`src/rtl/lvds_link_ctrl.sv`:
```
// lvds_link_ctrl: word alignment controller for an LVDS deserializer.
// After receiver lock it waits a settle period and then checks for a run of
// training words. On each mismatch it pulses rx_data_align (bit slip) and
// waits before checking again.
// Optional feature macro: LVDS_SLIP_LIMIT_EN. When it is defined, a slip
// budget of MAX_SLIPS applies and the FSM enters FAIL once the budget is
// exhausted. When it is undefined, slipping continues forever and link_err
// stays 0.
module lvds_link_ctrl #(
   parameter logic [9:0] TRAIN_PAT  = 10'h0F8,
   parameter int         SETTLE_CYC = 16,
   parameter int         MATCH_NUM  = 8,
   parameter int         SLIP_HOLD  = 2,
   parameter int         SLIP_WAIT  = 4,
   parameter int         MAX_SLIPS  = 10
) (
   input  logic       rx_clk,
   input  logic       rst,
   input  logic       rx_locked,
   input  logic [9:0] rx_data,
   input  logic       retrain,
   output logic       rx_data_align,
   output logic       align_done,
   output logic       link_err,
   output logic [3:0] slip_cnt,
   output logic [2:0] state
);

   typedef enum logic [2:0] {
      S_IDLE      = 3'd0,
      S_SETTLE    = 3'd1,
      S_CHECK     = 3'd2,
      S_SLIP      = 3'd3,
      S_SLIP_WAIT = 3'd4,
      S_DONE      = 3'd5,
      S_FAIL      = 3'd6
   } state_t;

   state_t      cur_state;
   state_t      nxt_state;
   // One shared counter: settle timer, match count, slip pulse and slip wait timer.
   logic [15:0] cnt;
   logic [15:0] nxt_cnt;
   logic        nxt_align;
   logic        nxt_done;
   logic        nxt_err;
   logic [3:0]  nxt_slip;

   assign state = cur_state;

   // Next-state and next-output logic; all outputs are registered from these values.
   always_comb begin
      nxt_state = cur_state;
      nxt_cnt   = cnt;
      nxt_align = rx_data_align;
      nxt_done  = align_done;
      nxt_slip  = slip_cnt;
`ifdef LVDS_SLIP_LIMIT_EN
      nxt_err   = link_err;
`else
      nxt_err   = 1'b0;
`endif
      if ((cur_state != S_IDLE) && !rx_locked) begin
         // Loss of lock wins over everything except reset; slip count and error are kept.
         nxt_state = S_IDLE;
         nxt_cnt   = 16'd0;
         nxt_align = 1'b0;
         nxt_done  = 1'b0;
      end else if (retrain && ((cur_state == S_DONE) || (cur_state == S_FAIL))) begin
         nxt_state = S_SETTLE;
         nxt_cnt   = 16'd0;
         nxt_align = 1'b0;
         nxt_done  = 1'b0;
         nxt_err   = 1'b0;
         nxt_slip  = 4'd0;
      end else begin
         case (cur_state)
            S_IDLE: begin
               if (rx_locked) begin
                  nxt_state = S_SETTLE;
                  nxt_cnt   = 16'd0;
                  nxt_slip  = 4'd0;
                  nxt_align = 1'b0;
                  nxt_done  = 1'b0;
               end else begin
                  nxt_state = S_IDLE;
               end
            end
            S_SETTLE: begin
               if (cnt == 16'(SETTLE_CYC - 1)) begin
                  nxt_state = S_CHECK;
                  nxt_cnt   = 16'd0;
               end else begin
                  nxt_cnt   = cnt + 16'd1;
               end
            end
            S_CHECK: begin
               if (rx_data == TRAIN_PAT) begin
                  if (cnt == 16'(MATCH_NUM - 1)) begin
                     nxt_state = S_DONE;
                     nxt_done  = 1'b1;
                     nxt_cnt   = 16'd0;
                  end else begin
                     nxt_cnt   = cnt + 16'd1;
                  end
               end else begin
                  nxt_cnt = 16'd0;
`ifdef LVDS_SLIP_LIMIT_EN
                  if (slip_cnt == 4'(MAX_SLIPS)) begin
                     // Slip budget spent: give up without another pulse.
                     nxt_state = S_FAIL;
                     nxt_err   = 1'b1;
                     nxt_align = 1'b0;
                  end else begin
                     nxt_state = S_SLIP;
                     nxt_align = 1'b1;
                     nxt_slip  = slip_cnt + 4'd1;
                  end
`else
                  nxt_state = S_SLIP;
                  nxt_align = 1'b1;
                  nxt_slip  = slip_cnt + 4'd1;
`endif
               end
            end
            S_SLIP: begin
               if (cnt == 16'(SLIP_HOLD - 1)) begin
                  nxt_state = S_SLIP_WAIT;
                  nxt_align = 1'b0;
                  nxt_cnt   = 16'd0;
               end else begin
                  nxt_align = 1'b1;
                  nxt_cnt   = cnt + 16'd1;
               end
            end
            S_SLIP_WAIT: begin
               if (cnt == 16'(SLIP_WAIT - 1)) begin
                  nxt_state = S_CHECK;
                  nxt_cnt   = 16'd0;
               end else begin
                  nxt_cnt   = cnt + 16'd1;
               end
            end
            S_DONE: begin
               // Word content no longer matters once aligned.
               nxt_done = 1'b1;
            end
`ifdef LVDS_SLIP_LIMIT_EN
            S_FAIL: begin
               nxt_err = 1'b1;
            end
`endif
            default: begin
               // Unused encodings recover to IDLE.
               nxt_state = S_IDLE;
               nxt_cnt   = 16'd0;
               nxt_align = 1'b0;
               nxt_done  = 1'b0;
            end
         endcase
      end
   end

   // State, counter and output registers with synchronous reset.
   always_ff @(posedge rx_clk) begin
      if (rst) begin
         cur_state     <= S_IDLE;
         cnt           <= 16'd0;
         rx_data_align <= 1'b0;
         align_done    <= 1'b0;
         link_err      <= 1'b0;
         slip_cnt      <= 4'd0;
      end else begin
         cur_state     <= nxt_state;
         cnt           <= nxt_cnt;
         rx_data_align <= nxt_align;
         align_done    <= nxt_done;
         link_err      <= nxt_err;
         slip_cnt      <= nxt_slip;
      end
   end

endmodule

```
`config.mk`:
```
export PLATFORM = sky130hd
export DESIGN_NAME = lvds_link_ctrl
export DESIGN_NICKNAME = d
export VERILOG_FILES = /design/src/rtl/lvds_link_ctrl.sv
export SDC_FILE = /design/constraint.sdc
export NUM_CORES = 1
export LEC_CHECK = 0
export CAP_MARGIN = 20
export CELL_PAD_IN_SITES_DETAIL_PLACEMENT = 1
export CELL_PAD_IN_SITES_GLOBAL_PLACEMENT = 1
export CORE_ASPECT_RATIO = 0.7
export CORE_UTILIZATION = 25
export CTS_BUF_LIST = sky130_fd_sc_hd__clkbuf_4
export DETAILED_ROUTE_END_ITERATION = 10
export GPL_TIMING_DRIVEN = 1
export PLACE_DENSITY = 0.67
export SLEW_MARGIN = 15
export SYNTH_ARGS = -nofsm -noshare
export SYNTH_HDL_FRONTEND = slang
export SYNTH_SLANG_ARGS = --single-unit
export TNS_END_PERCENT = 5
```
`constraint.sdc`:
```
create_clock -name rx_clk -period 2.2 [get_ports rx_clk]
set_clock_uncertainty 0.1 [all_clocks]
set_input_delay 0.22 -clock rx_clk [delete_from_list [all_inputs] [get_ports rx_clk]]
set_output_delay 0.22 -clock rx_clk [all_outputs]
set_load 0.005 [all_outputs]
```
; ---- Word-level counts from Yosys, hierarchy flattened
; Cells that the tools add are included.
; Widths: inputs -> output; s select.
[op_classes]
muxes = 26
reduce_logical = 17
eq_ne = 26
add_sub_neg = 2
bitwise_logic = 4
[ops]
columns = cell, n
row1 = $mux 16, 6
row2 = $pmux 16 s6, 1
row3 = $ne 3x3->1 const B, 6
row4 = $pmux 3 s6, 1
row5 = $add 16x1->16 const B, 1
row6 = $eq 16x1->1 const B, 1
row7 = $eq 16x2->1 const B, 1
row8 = $eq 16x3->1 const B, 1
row9 = $eq 16x4->1 const B, 1
row10 = $mux 3, 5
row11 = $ne 2x2->1 const B, 7
row12 = $mux 4, 3
row13 = $eq 10x8->1 const B, 1
row14 = $reduce_and 5->1, 2
row15 = $eq 3x3->1 const B, 3
row16 = $reduce_or 3->1, 3
row17 = $pmux 1 s4, 2
row18 = $pmux 4 s2, 1
row19 = $reduce_and 4->1, 2
row20 = $mux 1, 7
row21 = $eq 3x2->1 const B, 2
row22 = $reduce_bool 3->1, 2
row23 = $add 4x1->4 const B, 1
row24 = $ne 4x4->1 const B, 1
row25 = 10 further kinds, 14
[totals]
output_inout_bits = 10
wordCells = 81
reg_bits = 25

; ---- Logic depth before layout (Yosys ltp)
[depth]
word_depth = 5
mapped_depth = 8
mapped_depth_nobuf = 7

; ---- Worst setup path before layout
; Ideal clock, no wire load.
[synth_path]
kind = register to register
start = register cnt[8]
end = register cnt[15]
arrival_time_ns = 2.023
stages_incl_launch_ff = 8
slack_ns = -0.038
setup_ns = 0.115
synth_period_minus_slack_ns = 2.238
required_time_ns = 1.985
path_cell_list = dfxtp_1 -> or4_4 -> nor4_1 -> nor4_1 -> buf_2 -> o41ai_2 -> buf_6 -> nor2_2
[synth_between]
elab_chain_len = 4
word_cells_on_any_way = 11
[synth_lines]
columns = element, line
row1 = from (decl), 42  ; logic [15:0] cnt;
row2 = from (signal assigned), 175  ; cnt <= nxt_cnt;
row3 = $add 16x1->16 or $eq 16x3->1 (tied branches), -
row4 = $mux 16, 99  ; if (cnt == 16'(MATCH_NUM - 1)) begin
row5 = $mux 16, 98  ; if (rx_data == TRAIN_PAT) begin
row6 = $pmux 16 s6 (*), 77  ; case (cur_state)
; Every way passes the cells marked *; elsewhere a longest branch is shown, timed or not.
; A chain may end at the register's enable or synchronous reset.

; ---- Worst setup path after layout
[layout_path]
start = register cnt[10]
end = register cur_state[0], in the netlist state[0]
[layout_between]
elab_chain_len = 3
word_cells_on_any_way = 9
[layout_lines]
columns = element, line
row1 = $eq 16x3->1 (tied with other cells), 99
row2 = $ne 4x4->1 (no source line) or $ne 3x3->1 (tied branches), -
row3 = $reduce_and 5->1 (no source line) (*), -
row4 = to (signal assigned), 174  ; cur_state <= nxt_state;
row5 = to (decl), 39  ; state_t cur_state;
; Marks and branches as above.

==> impl_metrics.toml <==
[status]
status = "complete, but fails checks"
violations = "setup timing"

[pwr]
p_comb_share_pct = 50.6
switching_share_pct = 40.68
vdd_drop_max_mv = 0.2699
total_power_uw = 1538
switching_power_uw = 625.7
p_seq_share_pct = 35.0
p_per_area_nw_per_um2 = 682.4
clkPwrFrac_pct = 14.4
power_leakage_uw = 0.0008195
internal-power_uw = 912.2

[min_path]
hp-class = "reg -> reg"

[sta]
slew_violations = 0
finalCritPeriodShare_pct = 104.1
setup_ws_ns = -0.09057
slew_headroom_pct = 56.00
finalCriticalPeriod_ns = 2.291
rsz0062_at_grt = "yes"
setup_viol = 17
finalHoldViolCount = 0
holdWs_ns = 0.4289
max_freq_mhz = 436.6
worst_pin_slew_ns = 0.6546

[yosys]
yosysTopAreaCell = "dfxtp_1"
ys_seq_area_share_pct = 31.50
synth_top_area_share_pct = 31.50
synth_edf_count = 0
syn-num-nets = 213
netlist_area_um2 = 1589
synthFlopType = "dfxtp_1"
synth_area_leaders = "dfxtp_1 31%, xnor2_1 6.1%, nand2_1 4.0%"
ys_seq_elements = 25
yosysMostFrequentCell = "dfxtp_1"
async_flop_share_pct = 0
synth_cells = 196
synth_cell_type_count = 51
synth.avg_cell_area_um2 = 8.107
synth_common_cells = "25 x dfxtp_1, 17 x nand2_1, 14 x nor2_1"
yosys_warnings = 0

[drt]
detail_route.wl_per_cell_um = 15.33
wl_mm = 4.997
drt_first_pass_iters = 4
drtAntennaViolNets = 0
drt_iter0_drc = 50
avgViaCountPerCell = 5.132
dr_total_vias = 1673
drc = 0

[floorplanning]
die-area_um2 = 6684
die_height_um = 68.70
fp.coreArea_um2 = 5928
ios = 24
start_util_pct = 26.80
die_w_um = 97.29
row_count = 23

[critical_path]
crit_path_end_kind = "flop"
crit_arrival_ns = 2.47
cp_max_fo = 5
cp-start-kind = "flop"
crit_required_ns = 2.38
crit_type = "reg -> reg"

[job]
drv_cap = 0

[clocking]
clockBufferDepth = 2
clock_sinks = 25
numCtsBuffers = 3
holdBufCountCts = 0
worstSkewPairLatency_ns = 0.34
cts_root_buffer = "clkbuf_4"
cts_tree = "built"
clkTransAtPathRegs_ns = 0.16
h-tree-depth = 1

[placement]
portBuffers = 22
dpl.hpwl_mm = 3.840
post_dp_cell_area_um2 = 2145
gp_congestion = 0.7561

[grt]
gr-usage-all-layers_pct = 15.92
grt_antenna_before_repair = 0
grt_pass1_vias = 1656
grt_pass1_wl_mm = 8.397
grt_overflow_total = 0
grt_max_degree = 18

[final_layout]
ff_latch_area_um2 = 505.5
syn_to_final_growth_pct = 41.81
design_area_um2 = 2253
multi_input_area_um2 = 1076
nFillCells = 723
n_antenna_cell = 0
drive_gt1_share_pct = 29.48
final_nets = 269
[cell families (layout without fill, tap and decap cells)]
logic type	after synthesis	in the layout	share of synthesized area, %
other cells	1	1	0.2360
simple gates	98	98	36.54
fa+ha+maj	3	3	2.362
flops	25	25	31.50
mux	1	1	0.6299
xor+xnor	12	12	6.614
compound gates	39	39	16.93
buf+inv	17	72	5.196
[area by class of cell]
type                            instances  area share, %
Clock buffer                            3         0.9994
Clock inverter                          1         0.2221
Inverter                                6         0.9994
Multi-Input combinational cell        154          47.75
Sequential cell                        25          22.43
Tap cell                               75          4.164
Timing Repair Buffer                   62          23.43
[layout by cell type (no fill, tap or decap), types with 2 or more instances in the layout]
master and instances:
a21oi_1 11, a31oi_1 3, a41oi_1 2, and2_1 3
and3_1 2, buf_4 38, buf_6 2, clkbuf_4 3
clkdlybuf4s50_1 22, dfxtp_1 21, dfxtp_2 4, ha_1 3
inv_1 6, nand2_1 17, nand3_1 5, nand3b_1 2
nand4_1 5, nor2_1 14, nor2_2 10, nor2b_1 5
nor3_1 6, nor3b_1 4, nor4_1 5, nor4_4 4
nor4b_1 3, o21ai_0 5, o32ai_1 3, or2_2 2
or3_1 3, or4_4 3, xnor2_1 11
[registers in the layout (all words and copies together) (netlist names)]
| signal | count |
|---|---|
| align_done | 1 |
| slip_cnt | 4 |
| cnt | 16 |
| rx_data_align | 1 |
| state | 3 |
[final timing paths]
path                                   from           to  slack, ns  cells past startpoint
worst max-delay path                cnt[10]     state[0]      -0.09                      6
worst max register to register      cnt[10]     state[0]      -0.09                      6
worst min-delay path            slip_cnt[1]  slip_cnt[1]       0.43                      2
worst min register to register  slip_cnt[1]  slip_cnt[1]       0.43                      2
[per-stage QoR]
step | setup WS, ns | util (%) | cells | TNS [ns]
global placement | -0.09174 | 36.18 | 319 | -0.2185
global route | -0.1556 | 38.01 | 326 | -1.707
CTS | -0.06034 | 37.65 | 324 | -0.4765
finish | -0.09057 | 38.01 | 326 | -0.6209
floorplan | 0.0005080 | - | 196 | 0
detailed placement | -0.1727 | 36.18 | 319 | -1.271
[worst max-delay path, stage by stage (launching register included)]
cell and delay [ns]:
dfxtp_1 0.34, or4_4 0.60, nor4_4 0.34, o22ai_2 0.13, buf_6 0.15, or4b_1 0.46
a31oi_1 0.13
[repair_timing]
| item | CTS | global route |
|---|---|---|
| setup endpoints to repair | 15 | 19 |
| pin swaps | 7 | 4 |
| buffers inserted | 1 | 2 |
| gates resized for setup | 11 | 2 |
[power groups by stage]
stage / logic [uW] / clock network [uW] / registers [uW]
2_1_floorplan: 433 / 0 / 538
3_3_place_gp: 738 / 0 / 545
3_5_place_dp: 752 / 0 / 548
4_1_cts: 782 / 234 / 538
5_1_grt: 853 / 251 / 547
6_report: 778 / 222 / 538
[layer usage]
metal | wire length [um] | up-vias | global-route usage (%) | share of wire, %
met5 | 0 | - | 0 | 0
met4 | 46 | 0 | 2.206 | 0.92
met3 | 158 | 4 | 2.823 | 3.2
met2 | 2101 | 19 | 26.85 | 42
met1 | 2691 | 825 | 22.05 | 54
li1 | - | 825 | - | -
(Power assumes the default switching activity.)
